File: src/rtl/mem_arbiter.sv
// Arbitrates one single-port memory between the fetch port and the data port.
// The data port wins ties. Each granted access runs to completion and then
// produces a one-cycle ready pulse.
module mem_arbiter #(
  parameter int ADDR_W = 10,
  parameter int LAT    = 2
) (
  input  logic              clk,
  input  logic              rst,
  input  logic              i_req,
  input  logic [ADDR_W-1:0] i_addr,
  output logic [31:0]       i_rdata,
  output logic              i_ready,
  input  logic              d_req,
  input  logic              d_we,
  input  logic [ADDR_W-1:0] d_addr,
  input  logic [31:0]       d_wdata,
  output logic [31:0]       d_rdata,
  output logic              d_ready,
  output logic              mem_en,
  output logic              mem_we,
  output logic [ADDR_W-1:0] mem_addr,
  output logic [31:0]       mem_wdata,
  input  logic [31:0]       mem_rdata,
  output logic              stall_if,
  output logic              stall_mem,
  output logic [15:0]       conflict_cnt
);

  typedef enum logic [1:0] {IDLE, I_ACC, D_ACC} state_t;

  localparam logic [2:0] LAT_CNT = 3'(LAT);

  state_t      state;
  logic [2:0]  cnt;
  logic        dWrite;
  logic [15:0] conflictNext;

  assign stall_if  = i_req & ~i_ready;
  assign stall_mem = d_req & ~d_ready;

  // Evaluated every cycle so the counter register is always rewritten.
  always_comb begin
    conflictNext = conflict_cnt;
    if (state == IDLE && i_req && d_req && conflict_cnt != 16'hFFFF)
      conflictNext = conflict_cnt + 16'd1;
  end

  always_ff @(posedge clk) begin
    if (rst) begin
      state        <= IDLE;
      cnt          <= 3'd0;
      dWrite       <= 1'b0;
      mem_en       <= 1'b0;
      mem_we       <= 1'b0;
      mem_addr     <= '0;
      mem_wdata    <= '0;
      i_ready      <= 1'b0;
      d_ready      <= 1'b0;
      i_rdata      <= '0;
      d_rdata      <= '0;
      conflict_cnt <= '0;
    end else begin
      mem_en       <= 1'b0;
      mem_we       <= 1'b0;
      i_ready      <= 1'b0;
      d_ready      <= 1'b0;
      conflict_cnt <= conflictNext;
      case (state)
        IDLE: begin
          if (d_req) begin
            state     <= D_ACC;
            mem_en    <= 1'b1;
            mem_we    <= d_we;
            mem_addr  <= d_addr;
            mem_wdata <= d_wdata;
            dWrite    <= d_we;
            // A write only needs the issue cycle plus one before ready.
            cnt       <= d_we ? 3'd1 : LAT_CNT;
          end else if (i_req) begin
            state    <= I_ACC;
            mem_en   <= 1'b1;
            mem_addr <= i_addr;
            dWrite   <= 1'b0;
            cnt      <= LAT_CNT;
          end
        end
        I_ACC: begin
          // The ready cycle keeps the state so requests are not sampled then.
          if (i_ready) begin
            state <= IDLE;
          end else if (cnt == 3'd0) begin
            i_rdata <= mem_rdata;
            i_ready <= 1'b1;
          end else begin
            cnt <= cnt - 3'd1;
          end
        end
        D_ACC: begin
          if (d_ready) begin
            state <= IDLE;
          end else if (cnt == 3'd0) begin
            if (!dWrite) d_rdata <= mem_rdata;
            d_ready <= 1'b1;
          end else begin
            cnt <= cnt - 3'd1;
          end
        end
        default: state <= IDLE;
      endcase
    end
  end

endmodule

File: config.mk
export PLATFORM = sky130hd
export DESIGN_NAME = mem_arbiter
export DESIGN_NICKNAME = d
export VERILOG_FILES = /design/src/rtl/mem_arbiter.sv
export SDC_FILE = /design/constraint.sdc
export NUM_CORES = 1
export LEC_CHECK = 0
export ABC_AREA = 1
export BUFFER_PORTS_ARGS = -buffer_cell sky130_fd_sc_hd__clkbuf_2
export CORE_MARGIN = 3
export CORE_UTILIZATION = 48
export CTS_CLUSTER_DIAMETER = 80
export DETAILED_ROUTE_END_ITERATION = 10
export PLACE_DENSITY = 0.8
export SYNTH_ARGS = -nofsm -noshare
export SYNTH_HDL_FRONTEND = slang
export SYNTH_SLANG_ARGS = --single-unit
File: constraint.sdc
create_clock -name clk -period 2 [get_ports clk]
set_clock_uncertainty 0.05 [all_clocks]
set_input_delay 0.1 -clock clk [delete_from_list [all_inputs] [get_ports clk]]
set_output_delay 0.1 -clock clk [all_outputs]
set_load 0.02 [all_outputs]
==> impl_metrics.env <==
export IMPL_power_internal_uw=6300
export IMPL_drt_total_wl_um=15800
export IMPL_layout_common_cells="clkbuf_2 (216), nor2_1 (176), dfxtp_1 (132)"
export IMPL_finalInstanceArea_sq_um=7860
export IMPL_die_area_sq_um=12000
export IMPL_antenna_left=0
export IMPL_end_kind="flop"
export IMPL_fillers=723
export IMPL_start_util_pct=49.6
export IMPL_period_share_pct=89.9
export IMPL_synth_top_cell_by_area="dfxtp_1"
export IMPL_fin_cells=1132
export IMPL_viasPerCell=5.02
export IMPL_crit_path_start_kind="flop"
export IMPL_rsz0062_at_grt="no"
export IMPL_layout_commonest_cell="clkbuf_2"
export IMPL_rows=37
export IMPL_port_buffers=216
export IMPL_synth_net_count=784
export IMPL_synth_area_leaders="dfxtp_1 (51%), nor2_1 (13%), o21ai_0 (11%)"
export IMPL_area_growth_pct=52.9
export IMPL_crit_required_ps=2360
export IMPL_cts_path_max_buffers=2
export IMPL_place_inst=1012
export IMPL_netlist_area_sq_um=5140
export IMPL_use_met3_pct=8.69
export IMPL_p_comb_share_pct=32.8
export IMPL_crit_fanout=20
export IMPL_htreeDepth=4
export IMPL_avgRoutedWirePerCell_um=14.0
export IMPL_placed_area_sq_um=6390
export IMPL_dp_hpwl_um=9210
export IMPL_grt_max_degree=66
export IMPL_route_detailed_drc=0
export IMPL_period_minus_slack_ps=1800
export IMPL_slew_violations=0
export IMPL_crit_type="flop to flop"
export IMPL_n_antenna_cell=0
export IMPL_grt_antenna_before_repair=0
export IMPL_syn_inst=688
export IMPL_ys_flop_type="dfxtp_1"
export IMPL_async_flop_share_pct=0
export IMPL_drive_above_1_share_pct=27.3
export IMPL_gp_congestion=0.871
export IMPL_powerDensity_nw_per_um2=1270
export IMPL_ys_warnings_count=0
export IMPL_hold_violations=0
export IMPL_pwr_share_clk_pct=31.2
export IMPL_setup_tns_ps=0
export IMPL_cts_root_buffer="clkbuf_8"
export IMPL_ys_types=27
export IMPL_top_usage_layer="met2"
export IMPL_core_sq_um=10400
export IMPL_cts_setup_buffers=0
export IMPL_numClockSinks=132
export IMPL_fmax_ghz=0.556
export IMPL_synth_top_area_share_pct=51.4
export IMPL_hold_worst_slack_ps=323
export IMPL_peakVddDrop_v=0.000920
export IMPL_met2_usage_pct=42.2
export IMPL_io_pins=217
export IMPL_power_switching_uw=3700
export IMPL_cts_tree="yes"
export IMPL_track_usage_pct=26.5
export IMPL_slew_headroom_pct=66.6
export IMPL_dieHeight_um=109
export IMPL_worstMarginPinSlew_ps=496
export IMPL_crit_arrival_ps=2160
export IMPL_vias=5680
export IMPL_setup_viol=0
export IMPL_drt_iter0_drc=480
export IMPL_hold_path_class="input port to flop"
export IMPL_synth_seq_area_share_pct=51.4
export IMPL_power_frac_seq_pct=36.0
export IMPL_gr_total_overflow=0
export IMPL_drv_cap=0
export IMPL_syn_area_per_cell_sq_um=7.47
export IMPL_clkTransAtPathRegs_ps=60
export IMPL_drt_pre_antenna_iters=5
export IMPL_clk_insertion_delay_late_ps=510
export IMPL_synth_seq_cells=132
export IMPL_status="finished clean"
export IMPL_fin_util_pct=75.8
export IMPL_p_leak_uw=0.00371
export IMPL_die_width_um=109
export IMPL_grt_use_met1_pct=31.5
export IMPL_grt_first_pass_wirelength_um=25300
export IMPL_grt_pass1_vias=5414
export IMPL_layout_nets=1079
export IMPL_cts_buffers=17
export IMPL_p_sw_share_pct=37.0
export IMPL_synth_edf_count=0
flip-flops by register name (all words and copies together), names as in the netlist, 2 cells and up:
register,count
conflict_cnt,16
d_rdata,32
mem_wdata,32
state,2
i_rdata,32
cnt,3
mem_addr,10
timing repair:
| action | CTS | global route |
|---|---|---|
| hold buffers | 88 | 0 |
| endpoints found under the setup margin | 0 | 2 |
| resized for setup | 0 | 1 |
| endpoints found under the hold margin | 117 | 0 |
metrics by stage:
| stage | worst slack (ps) | power, uW |
|---|---|---|
| 3_3_place_gp | 397 | 6650 |
| 6_report | 202 | 10000 |
| 5_1_grt | 81.2 | 10600 |
| 3_5_place_dp | 310 | 6700 |
| 2_1_floorplan | 365 | 5650 |
| 4_1_cts | 275 | 9990 |
Yosys cell counts, drive strengths merged, types with 3 or more instances:
cell	instances
nor2	182
nand3	24
nand4	3
dfxtp	132
inv	55
ha	7
a21oi	48
clkbuf	29
o21ai	111
a31oi	10
buf	9
nand2	71
worst max-delay path, stage by stage (launching register included):
cell and delay, ps:
dfxtp_1 340, inv_1 90, ha_1 260, o21ai_0 240, inv_2 310, o21ai_0 140, a31oi_1 270
area by class of cell:
| class | count | area (sq um) | area share (%) |
|---|---|---|---|
| inverter | 56 | 210 | 2.67 |
| clock inverter | 14 | 178 | 2.26 |
| clock buffer | 18 | 418 | 5.32 |
| multi-input combinational | 462 | 2140 | 27.3 |
| tap | 136 | 170 | 2.16 |
| timing repair buffer | 314 | 2100 | 26.7 |
| sequential | 132 | 2640 | 33.6 |
power by group through the flow:
stage          clock (uW)  combinational (uW)  sequential (uW)
3_5_place_dp            0                3080             3630
4_1_cts              3180                3230             3580
6_report             3120                3280             3600
2_1_floorplan           0                1340             4310
3_3_place_gp            0                3030             3610
5_1_grt              3300                3640             3660
worst paths after layout:
kind | from | endpoint | slack, ps | cells past startpoint
max | state[0] | mem_addr[8] | 200 | 6
min | d_wdata[1] | mem_wdata[1] | 320 | 4
max reg2reg | state[0] | mem_addr[8] | 200 | 6
min reg2reg | i_rdata[30] | i_rdata[30] | 390 | 2
layer usage:
| layer | vias up | share of wire, % |
|---|---|---|
| met2 | 224 | 48 |
| met1 | 2581 | 41 |
| met4 | 0 | 4.4 |
| li1 | 2814 | - |
| met5 | - | 0 |
| met3 | 61 | 7.3 |
cells by family (layout without fill, tap and decap cells):
kind of cell	after synthesis	in the layout	synth area share (%)
AO/OA/AOI/OAI	173	173	17.3
XOR/XNOR	1	1	0.170
adder cells (fa/ha/maj)	7	7	1.70
flip-flops	132	132	51.4
AND/OR/NAND/NOR	281	281	22.4
buffers and inverters	94	402	7.03
No activity file was read; power rests on OpenSTA's default activity.
